**src/rtl/pi_waveform_pkg.sv**
```systemverilog
// Shared types and constants for the PI waveform stream loader.
// The packing ratio and beat-count helper live here so the loader and its consumers agree.
package pi_waveform_pkg;

    localparam int unsigned BEAT_WIDTH       = 64;
    localparam int unsigned SAMPLES_PER_BEAT = 4;

    typedef enum logic [2:0] {
        IDLE,
        RUN,
        FLUSH,
        ABORT,
        DONE
    } loader_state_t;

    function automatic int unsigned beats_for(input int unsigned n);
        return (n + SAMPLES_PER_BEAT - 1) / SAMPLES_PER_BEAT;
    endfunction

endpackage

```
**src/rtl/waveform_beat_packer.sv**
```systemverilog
// Packs samples LSB-first into beats and zero-fills a short final beat.
// A beat completing this cycle is offered combinationally so it can bypass the pack register.
module waveform_beat_packer #(
    parameter int SAMPLE_WIDTH = 16,
    parameter int BEAT_WIDTH   = 64
) (
    input  logic                    i_clk,
    input  logic                    i_rst_n,
    input  logic                    i_clear,
    input  logic                    i_fire,
    input  logic [SAMPLE_WIDTH-1:0] i_sample,
    input  logic                    i_last,
    input  logic                    i_take,
    output logic                    o_full,
    output logic                    o_beat_avail,
    output logic [BEAT_WIDTH-1:0]   o_beat_data,
    output logic                    o_beat_last
);

    localparam int LANES  = BEAT_WIDTH / SAMPLE_WIDTH;
    localparam int LANE_W = (LANES > 1) ? $clog2(LANES) : 1;

    logic [LANE_W-1:0]     r_lane;
    logic [BEAT_WIDTH-1:0] r_pack;
    logic                  r_full;
    logic                  r_last;
    logic [BEAT_WIDTH-1:0] w_merged;
    logic                  w_complete;

    // NOTE: always_comb assigns a full default before any partial update, so no latch is inferred.
    always_comb begin
        w_merged = (r_lane == '0) ? '0 : r_pack;
        for (int k = 0; k < LANES; k++) begin
            if (r_lane == LANE_W'(k)) begin
                w_merged[k*SAMPLE_WIDTH +: SAMPLE_WIDTH] = i_sample;
            end
        end
    end

    assign w_complete   = i_fire && ((r_lane == LANE_W'(LANES - 1)) || i_last);
    assign o_full       = r_full;
    assign o_beat_avail = r_full || w_complete;
    assign o_beat_data  = r_full ? r_pack : w_merged;
    assign o_beat_last  = r_full ? r_last : i_last;

    // NOTE: sequential state uses non-blocking assignments only.
    always_ff @(posedge i_clk or negedge i_rst_n) begin
        if (!i_rst_n) begin
            r_lane <= '0;
            r_pack <= '0;
            r_full <= 1'b0;
            r_last <= 1'b0;
        end else if (i_clear) begin
            r_lane <= '0;
            r_pack <= '0;
            r_full <= 1'b0;
            r_last <= 1'b0;
        end else begin
            if (i_fire) begin
                r_pack <= w_merged;
                r_lane <= w_complete ? '0 : r_lane + LANE_W'(1);
            end
            if (w_complete) begin
                r_last <= i_last;
            end
            // A stored beat leaving while a new one completes keeps the register occupied.
            r_full <= r_full ? (!i_take || w_complete) : (w_complete && !i_take);
        end
    end

endmodule

```
**src/rtl/pi_waveform_stream_loader.sv**
```systemverilog
// AXI-Stream master that frames a load of N 16-bit samples into 64-bit beats with tlast.
// The FSM and output register live here; lane packing is in waveform_beat_packer.
module pi_waveform_stream_loader #(
    parameter int BUFFER_DEPTH = 16384,
    parameter int SAMPLE_WIDTH = 16,
    parameter int BEAT_WIDTH   = 64,
    parameter int LEN_WIDTH    = $clog2(BUFFER_DEPTH) + 1
) (
    input  logic                    s_axi_aclk,
    input  logic                    s_axi_aresetn,
    input  logic                    start,
    input  logic [LEN_WIDTH-1:0]    num_samples,
    input  logic                    abort,
    input  logic [SAMPLE_WIDTH-1:0] s_axis_sample_tdata,
    input  logic                    s_axis_sample_tvalid,
    output logic                    s_axis_sample_tready,
    output logic [BEAT_WIDTH-1:0]   m_axis_waveform_tdata,
    output logic                    m_axis_waveform_tvalid,
    input  logic                    m_axis_waveform_tready,
    output logic                    m_axis_waveform_tlast,
    output logic                    busy,
    output logic                    done,
    output logic                    len_error,
    output logic [LEN_WIDTH-1:0]    samples_sent
);

    import pi_waveform_pkg::*;

    loader_state_t         r_state;
    logic [LEN_WIDTH-1:0]  r_len;
    logic [LEN_WIDTH-1:0]  r_count;
    logic                  r_len_error;
    logic [BEAT_WIDTH-1:0] r_out_data;
    logic                  r_out_valid;
    logic                  r_out_last;

    logic                  w_active;
    logic                  w_out_free;
    logic                  w_sample_fire;
    logic                  w_beat_fire;
    logic                  w_is_last;
    logic                  w_len_ok;
    logic                  w_clear;
    logic                  w_load;
    logic                  w_pack_full;
    logic                  w_beat_avail;
    logic [BEAT_WIDTH-1:0] w_beat_data;
    logic                  w_beat_last;

    assign w_active      = (r_state == RUN) || (r_state == FLUSH);
    assign w_out_free    = !r_out_valid || m_axis_waveform_tready;
    assign w_sample_fire = s_axis_sample_tvalid && s_axis_sample_tready;
    assign w_beat_fire   = r_out_valid && m_axis_waveform_tready;
    assign w_is_last     = (r_count + LEN_WIDTH'(1)) == r_len;
    assign w_len_ok      = (num_samples != '0) && (num_samples <= LEN_WIDTH'(BUFFER_DEPTH));
    // Accepted start and accepted abort both throw away any partial pack.
    assign w_clear       = ((r_state == IDLE) && start && w_len_ok) || (w_active && abort);
    assign w_load        = w_active && !abort && w_beat_avail && w_out_free;

    assign s_axis_sample_tready   = (r_state == RUN) && !(w_pack_full && !w_out_free);
    assign m_axis_waveform_tdata  = r_out_data;
    assign m_axis_waveform_tvalid = r_out_valid;
    assign m_axis_waveform_tlast  = r_out_last;
    assign busy                   = (r_state == RUN) || (r_state == FLUSH) || (r_state == ABORT);
    assign done                   = (r_state == DONE);
    assign len_error              = r_len_error;
    assign samples_sent           = r_count;

    waveform_beat_packer #(
        .SAMPLE_WIDTH (SAMPLE_WIDTH),
        .BEAT_WIDTH   (BEAT_WIDTH)
    ) u_packer (
        .i_clk        (s_axi_aclk),
        .i_rst_n      (s_axi_aresetn),
        .i_clear      (w_clear),
        .i_fire       (w_sample_fire),
        .i_sample     (s_axis_sample_tdata),
        .i_last       (w_is_last),
        .i_take       (w_load),
        .o_full       (w_pack_full),
        .o_beat_avail (w_beat_avail),
        .o_beat_data  (w_beat_data),
        .o_beat_last  (w_beat_last)
    );

    always_ff @(posedge s_axi_aclk or negedge s_axi_aresetn) begin
        if (!s_axi_aresetn) begin
            r_state     <= IDLE;
            r_len       <= '0;
            r_count     <= '0;
            r_len_error <= 1'b0;
        end else begin
            r_len_error <= 1'b0;
            if (w_sample_fire && (r_count != r_len)) begin
                r_count <= r_count + LEN_WIDTH'(1);
            end
            case (r_state)
                IDLE: begin
                    if (start) begin
                        if (w_len_ok) begin
                            r_len   <= num_samples;
                            r_count <= '0;
                            r_state <= RUN;
                        end else begin
                            r_len_error <= 1'b1;
                        end
                    end
                end
                RUN: begin
                    if (abort) begin
                        r_state <= ABORT;
                    end else if (w_sample_fire && w_is_last) begin
                        r_state <= FLUSH;
                    end
                end
                FLUSH: begin
                    if (abort) begin
                        r_state <= ABORT;
                    end else if (w_beat_fire && r_out_last) begin
                        r_state <= DONE;
                    end
                end
                ABORT: begin
                    if (w_out_free) begin
                        r_state <= IDLE;
                    end
                end
                DONE:    r_state <= IDLE;
                default: r_state <= IDLE;
            endcase
        end
    end

    // Once valid, data and last are frozen until the consumer takes the beat.
    always_ff @(posedge s_axi_aclk or negedge s_axi_aresetn) begin
        if (!s_axi_aresetn) begin
            r_out_valid <= 1'b0;
            r_out_data  <= '0;
            r_out_last  <= 1'b0;
        end else if (w_load) begin
            r_out_valid <= 1'b1;
            r_out_data  <= w_beat_data;
            r_out_last  <= w_beat_last;
        end else if (m_axis_waveform_tready) begin
            r_out_valid <= 1'b0;
        end
    end

endmodule

```
**config.mk**
```make
export PLATFORM = sky130hd
export DESIGN_NAME = pi_waveform_stream_loader
export DESIGN_NICKNAME = d
export VERILOG_FILES = /design/src/rtl/pi_waveform_pkg.sv /design/src/rtl/waveform_beat_packer.sv /design/src/rtl/pi_waveform_stream_loader.sv
export SDC_FILE = /design/constraint.sdc
export NUM_CORES = 1
export LEC_CHECK = 0
export ABC_AREA = 1
export ABC_CLOCK_PERIOD_IN_PS = 5000
export CORE_ASPECT_RATIO = 1.1
export CORE_MARGIN = 5
export CORE_UTILIZATION = 53
export DETAILED_ROUTE_END_ITERATION = 7
export HOLD_SLACK_MARGIN = 0.02
export PLACE_DENSITY = 0.78
export RECOVER_POWER = 25
export SKIP_LAST_GASP = 1
export SLEW_MARGIN = 20
export SYNTH_ARGS = -nofsm -noshare
export SYNTH_HDL_FRONTEND = slang
export SYNTH_SLANG_ARGS = --single-unit
```
**constraint.sdc**
```tcl
create_clock -name s_axi_aclk -period 5 [get_ports s_axi_aclk]
set_input_delay 1 -clock s_axi_aclk [delete_from_list [all_inputs] [get_ports s_axi_aclk]]
set_output_delay 1 -clock s_axi_aclk [all_outputs]
set_load 0.02 [all_outputs]
```
==> results of run 1 <==
[worst max-delay path: cells and delay by family]
kind / cells / cell delay [ns]
compound gates: 1 / 0.16
buf+inv: 4 / 1.09
simple gates: 1 / 0.18
[state kept, by name, indices dropped and copies added, names as in the netlist]
name / cells
u_packer.r_lane: 2
u_packer.o_full: 1
m_axis_waveform_tlast: 1
r_len: 15
m_axis_waveform_tdata: 64
len_error: 1
samples_sent: 15
u_packer.r_last: 1
m_axis_waveform_tvalid: 1
r_state: 3
u_packer.r_pack: 64
[stage by stage]
step / power, mW / instances / utilization, % / hold WS, ns / worst slack, ns
floorplan: 3.632 / 1173 / - / 0.4679 / 2.402
global placement: 4.463 / 1433 / 61.68 / 0.4535 / 1.286
detailed placement: 4.519 / 1433 / 61.68 / 0.4576 / 1.314
CTS: 5.803 / 1465 / 65.10 / 0.4738 / 1.564
global route: 6.179 / 1465 / 65.06 / 0.4859 / 1.312
finish: 5.799 / 1465 / 65.06 / 0.4707 / 1.572
[cells in the final DEF, fill, tap and decap left out, types with 17 or more instances in the layout]
cell type,Yosys,final
nand3_1,66,66
nand4_1,74,74
nor2_1,35,35
o21ai_0,172,172
nand2_1,340,340
clkdlybuf4s50_1,0,120
inv_1,114,113
dfrtp_1,168,168
clkbuf_16,0,17
o22ai_1,48,48
[cell families after synthesis]
group,count (synthesis),share of synthesized area [%]
AOI/OAI and AO/OA,239,14.26
adders and majority gates,5,0.7026
buffers and inverters,199,9.008
DFF,168,47.22
and+or+nand+nor,543,26.94
xor gates and xnor gates,19,1.869
[per-layer routing]
metal  vias to the layer above  track usage (%)  wire length [um]
met4                         0            8.951               682
met1                      3962            34.53             10500
li1                       4049                -                 -
met5                         -                0                 0
met3                        48            5.221              1576
met2                       343            39.46             11440
[worst paths after layout]
check                      depth (start not counted)                                    end                                 start
max in group asynchronous                          1   m_axis_waveform_tdata[8]$_DFFE_PN0P_                         s_axi_aresetn
max reg2reg                                        7  m_axis_waveform_tdata[28]$_DFFE_PN0P_             u_packer.o_full$_DFF_PN0_
min in group asynchronous                          1                   r_len[2]$_DFFE_PN0P_                         s_axi_aresetn
min                                                2   m_axis_waveform_tdata[4]$_DFFE_PN0P_  m_axis_waveform_tdata[4]$_DFFE_PN0P_
min reg2reg                                        2   m_axis_waveform_tdata[4]$_DFFE_PN0P_  m_axis_waveform_tdata[4]$_DFFE_PN0P_
max                                                6                   s_axis_sample_tready                m_axis_waveform_tready
[cell type report]
type                       count  area, um^2  area share, %
clock buffer                  18       439.2          4.108
clock inverter                14       122.6          1.147
inverter                     121       454.2          4.249
multi-input combinational    806        3899          36.47
sequential                   168        4204          39.33
tap                          204       255.2          2.388
timing repair buffer         134        1316          12.31
[power breakdown]
group / internal (mW) / total, mW / switching [mW]
Clock: 0.700 / 1.27 / 0.565
Combinational: 0.894 / 2.48 / 1.59
Sequential: 1.73 / 2.05 / 0.319
Total: 3.32 / 5.80 / 2.48
==> metrics.md, run 1 <==
| Metric | Value |
|---|---|
| Initial drt markers | 762 |
| Crit-path cells | clkdlybuf4s50_1 > nor2_1 > inv_2 > o21ai_0 > inv_1 > clkdlybuf4s50_1 |
| Synth area leader | dfrtp_1 |
| Seq/Total Area, Yosys | 47.22% |
| Critical Setup Path Class | in2out |
| Post-route DRC | 0 |
| Io pins | 122 |
| Number of global-route vias before repair | 7894 |
| Worst-skew pair later-pin latency | 0.43 ns |
| Worst slew pin tran | 2.280 ns |
| Worst endpoint required time | 4.00 ns |
| Post-CTS setup buffers | 0 |
| PostCTS Resize Cnt | 0 |
| Synth Instances | 1173 |
| Largest buffer count on any clock path | 2 |
| Largest net degree at the start of global routing | 100 |
| Vias/cell | 5.735 |
| Post-synthesis net count | 1215 |
| Synth top area share | 47.22% |
| CP max stage cell | clkdlybuf4s50_1 |
| Cell Pwr Density | 542.4 mW/mm^2 |
| Yosys reg bits | 168 |
| Starting Density | 54.19% |
| Total wire length | 24200 um |
| Worst R2R Setup Slack | 1.69 ns |
| Max FO, Critical Path | 2 |
| # port buffers | 121 |
| Clock sinks | 168 |
| # setup viols final | 0 |
| Grt total ovfl | 0 |
| Maxcap violations | 1 |
| Die X | 133.6 um |
| Worst setup SP type | input port |
| Fill cells | 1377 |
| Proportion of layout cells with a drive suffix above 1 | 5.313% |
| Average wire per standard cell | 16.52 um |
| Post-synthesis average cell area | 7.590 um^2 |
| Leak | 4.889 nW |
| CP endpoint kind | output pin |
| Core area | 0.01643 mm^2 |
| Failing checks | max-capacitance violations, max-slew violations |
| Worst-path clk slew | 0.06 ns |
| DP Area | 0.01013 mm^2 |
| CTS tree | done |
| Most common library cells after synthesis | nand2_1 (340), o21ai_0 (172), dfrtp_1 (168), inv_1 (114), nand4_1 (74) |
| Nets | 1290 |
| Slew Viols, Final | 91 |
| CTS Hold Bufs | 0 |
| Clock Tree Root | clkbuf_16 |
| Peak VDD IR | 0.3699 mV |
| CP dominant cell by count | clkdlybuf4s50_1 |
| Via count | 8402 |
| RSZ-0062 raised after global routing | false |
| Yosys warns | 0 |
| All-Layer GR Usage | 25.06% |
| Syn-to-layout area delta | 20.07% |
| Final min period | 3.428 ns |
| Final instance area | 0.01069 mm^2 |
| Fmax | 0.2917 GHz |
| Post-synth ARST share | 100.0% |
| Synth cell types | 34 |
| CP max stage delay | 0.54 ns |
| Final hold vios | 0 |
| Post-route setup TNS | 0 ns |
| Mapped cell area | 0.008904 mm^2 |
| Initial antenna violation count | 0 |
| Critical path arrival | 2.43 ns |
| Antenna Violating Nets Remaining | 0 |
| First-pass GRT wire length | 40020 um |
| Skew final | 0.01185 ns |
| # rows | 49 |
| Count leader, synth | nand2_1 |
| Number of synthesized flops with an enable pin | 0 |
| Hpwl dp | 15760 um |
| Die ar. | 0.01949 mm^2 |
| Pre-antenna DRT Iters | 5 |
| Slew Limit Headroom | -51.98% |
| Fin crit share | 68.56% |
| GP Congestion | 0.9024 |
| Synth area leaders | dfrtp_1 (47%), nand2_1 (14%), o21ai_0 (9.7%) |
| H-tree Lvls | 4 |
| Hold Crit Class | reg2reg |
| Die height | 145.9 um |
| Status | finished, violations left |
| Main synth FF type | dfrtp_1 |
| CTS buffer count | 17 |
| Ant diodes | 0 |
Power figures use the tool's default switching activity.
==> inputs of run 2 (changes only) <==
--- a/config.mk
+++ b/config.mk
@@ -6,13 +6,13 @@
 export NUM_CORES = 1
 export LEC_CHECK = 0
 export ABC_AREA = 1
-export ABC_CLOCK_PERIOD_IN_PS = 5000
+export ABC_CLOCK_PERIOD_IN_PS = 3100
 export CORE_ASPECT_RATIO = 1.1
 export CORE_MARGIN = 5
-export CORE_UTILIZATION = 53
+export CORE_UTILIZATION = 50
 export DETAILED_ROUTE_END_ITERATION = 7
 export HOLD_SLACK_MARGIN = 0.02
-export PLACE_DENSITY = 0.78
+export PLACE_DENSITY = 0.77
 export RECOVER_POWER = 25
 export SKIP_LAST_GASP = 1
 export SLEW_MARGIN = 20
==> constraint.sdc (replaced) <==
create_clock -name s_axi_aclk -period 3.1 [get_ports s_axi_aclk]
set_input_delay 0.62 -clock s_axi_aclk [delete_from_list [all_inputs] [get_ports s_axi_aclk]]
set_output_delay 0.62 -clock s_axi_aclk [all_outputs]
set_load 0.02 [all_outputs]
==> run 2 against run 1 <==
Compared with the run above: the flow still finishes with violations (max-capacitance violations, max-slew violations); register-to-register slack lost 1.2 ns; largest cell class unchanged; worst setup slack worse by 1.2 ns; core utilization down 3.6 points; critical endpoint unchanged; die area rose by 5.6%; wire length increased by 0.69%; highest routed layer unchanged.
==> metrics.md, run 2 (synthesis gave the netlist of run 1 again) <==
| Metric | Value |
|---|---|
| Status | finished, violations left |
| Failing checks | max-capacitance violations, max-slew violations |
| CP endpoint kind | output pin |
| Worst-path clk slew | 0.06 ns (about the same) |
| Commonest non-fill, non-tap cell in the layout | nand2_1 |
| Worst setup SP type | input port |
| # setup viols final | 0 (unchanged) |
| Most frequent cells in the layout | nand2_1 (340), o21ai_0 (172), dfrtp_1 (168), clkdlybuf4s50_1 (120), inv_1 (113) |
| PostCTS Resize Cnt | 0 (unchanged) |
| Die height | 150.0 um (+2.8%) |
| Final min period | 2.772 ns |
| Critical Setup Path Class | in2out |
| Hpwl dp | 16350 um (+3.7%) |
| Fill cells | 1570 (+14%) |
| Post-route setup TNS | 0 ns (unchanged) |
| Fin crit share | 89.43% |
| Leak | 4.954 nW (+1.3%) |
| GP Congestion | 0.8707 (-3.5%) |
| Hold Startpoint | m_axis_waveform_tdata[46]$_DFFE_PN0P_ |
| Initial drt markers | 849 (+11%) |
| Ant diodes | 0 (unchanged) |
| Storage cell area | 0.004204 mm^2 (unchanged) |
| RSZ-0062 raised after global routing | false |
| FF-to-FF End | m_axis_waveform_tdata[47]$_DFFE_PN0P_ |
| Starting Density | 50.55% (-3.6 points) |
| Antenna Violating Nets Remaining | 0 (unchanged) |
| Clock sinks | 168 (unchanged) |
| Total power | 9.500 mW (+64%) |
| Placed Cells | 1475 (+2.9%) |
| Core area | 0.01761 mm^2 (+7.2%) |
| Slew Limit Headroom | -34.84% (+17 points) |
| # rows | 51 (+4.1%) |
| Max FO, Critical Path | 2 (unchanged) |
| Vias/cell | 5.572 (-2.8%) |
| CTS buffer count | 17 (unchanged) |
| Hold EP | m_axis_waveform_tdata[46]$_DFFE_PN0P_ |
| Skew final | 0.008387 ns (-0.003465 ns) |
| Final hold vios | 0 (unchanged) |
| Die X | 137.2 um (+2.7%) |
| Fmax | 0.3607 GHz |
| Initial antenna violation count | 0 (unchanged) |
| Setup ws final | 0.3276 ns (-1.245 ns) |
| CTS tree | done |
| First-pass GRT wire length | 40000 um (about the same) |
| Final Instance Count excl. Fillers | 1506 (+2.8%) |
| Io pins | 122 (unchanged) |
| Post-CTS setup buffers | 0 (unchanged) |
| Worst endpoint required time | 2.48 ns (-1.52 ns) |
| Proportion of layout cells with a drive suffix above 1 | 5.521% (+0.21 points) |
| Reg2Reg Depth | 13 (+6) |
| R2r startpoint | samples_sent[2]$_DFF_PN0_ |
| Worst R2R Setup Slack | 0.46 ns (-1.23 ns) |
| Worst-skew pair later-pin latency | 0.43 ns (about the same) |
| Grt total ovfl | 0 (unchanged) |
| Hold Crit Class | reg2reg |
| Total wire length | 24360 um (+0.69%) |
| # port buffers | 121 (unchanged) |
| Largest buffer count on any clock path | 2 (unchanged) |
| Peak VDD IR | 0.5938 mV (+61%) |
| Via count | 8392 (-0.12%) |
| Largest net degree at the start of global routing | 100 (unchanged) |
| Maxcap violations | 1 (unchanged) |
| Die ar. | 0.02058 mm^2 (+5.6%) |
| Number of global-route vias before repair | 8052 (+2.0%) |
| Clock Tree Root | clkbuf_16 |
| Slew Viols, Final | 75 (-18%) |
| Multi-input gate area | 0.003899 mm^2 (unchanged) |
| Hold path depth | 2 (unchanged) |
| Syn-to-layout area delta | 21.67% |
| Cell Pwr Density | 876.9 mW/mm^2 (+62%) |
| Worst slew pin tran | 2.023 ns (-0.2571 ns) |
| Pre-CTS WS | 0.2417 ns (-1.073 ns) |
| CTS Hold Bufs | 0 (unchanged) |
| H-tree Lvls | 4 (unchanged) |
| Nets | 1298 (+0.62%) |
| Critical path arrival | 2.15 ns (-0.28 ns) |
| All-Layer GR Usage | 24.41% (-0.64 points) |
| Post-route DRC | 0 (unchanged) |
| Average wire per standard cell | 16.18 um (-2.1%) |
| Pre-antenna DRT Iters | 5 (unchanged) |
run 2: cell count changes in the layout (fill, tap and decap cells not counted), sizes merged:
cell,previous run,this run
clkbuf,19,24
buf,13,20
bufinv,1,3
inv,123,119
clkinvlp,5,2
run 2: power by group:
| group | switching [mW] | leakage, nW | internal (mW) | total (mW) |
|---|---|---|---|---|
| clock | 0.856 | 0.280 | 1.28 | 2.13 |
| sequential | 0.515 | 2.27 | 2.79 | 3.31 |
| combinational | 2.56 | 2.41 | 1.50 | 4.06 |
| total | 3.94 | 4.95 | 5.56 | 9.50 |
run 2: cell type report:
cell class,instances,share of cell area [%]
Sequential cell,168,38.81
Multi-Input combinational cell,806,35.99
Timing Repair Buffer,142,12.91
Clock buffer,22,4.193
Inverter,121,4.193
Tap cell,238,2.749
Clock inverter,9,1.155
run 2: worst max path at each step:
stage | from | to | slack, ns | cells after the start
CTS | m_axis_waveform_tready | s_axis_sample_tready | 0.33 | 6
global route | s_axi_aresetn | m_axis_waveform_tdata[15]$_DFFE_PN0P_ | 0.14 | 2
finish | m_axis_waveform_tready | s_axis_sample_tready | 0.33 | 6
detailed placement | num_samples[3] | u_packer.r_pack[18]$_DFFE_PN0P_ | 0.24 | 10
floorplan | samples_sent[1]$_DFF_PN0_ | m_axis_waveform_tdata[10]$_DFFE_PN0P_ | 0.82 | 16
global placement | num_samples[3] | u_packer.r_pack[25]$_DFFE_PN0P_ | 0.30 | 10
run 2: critical path, cell delays in order:
cell and delay (ns):
clkdlybuf4s50_1 0.43, nor2_1 0.19, inv_2 0.06, o21ai_0 0.22, inv_1 0.09, clkdlybuf4s50_1 0.55
run 2: layer usage:
metal / track usage [%] / wire length (um) / vias to the layer above
met5: 0 / 0 / -
li1: - / - / 4063
met1: 32.90 / 10320 / 3955
met3: 5.447 / 1521 / 44
met2: 38.67 / 11820 / 330
met4: 9.082 / 704 / 0
run 2: stage by stage:
| step | hold WS [ns] | util, % | area, um^2 |
|---|---|---|---|
| 3_3_place_gp | 0.4567 | 58.34 | 10270 |
| 5_1_grt | 0.4882 | 61.51 | 10830 |
| 2_1_floorplan | 0.3244 | - | 8904 |
| 4_1_cts | 0.2315 | 61.63 | 10850 |
| 3_5_place_dp | 0.4588 | 58.34 | 10270 |
| 6_report | 0.4723 | 61.51 | 10830 |
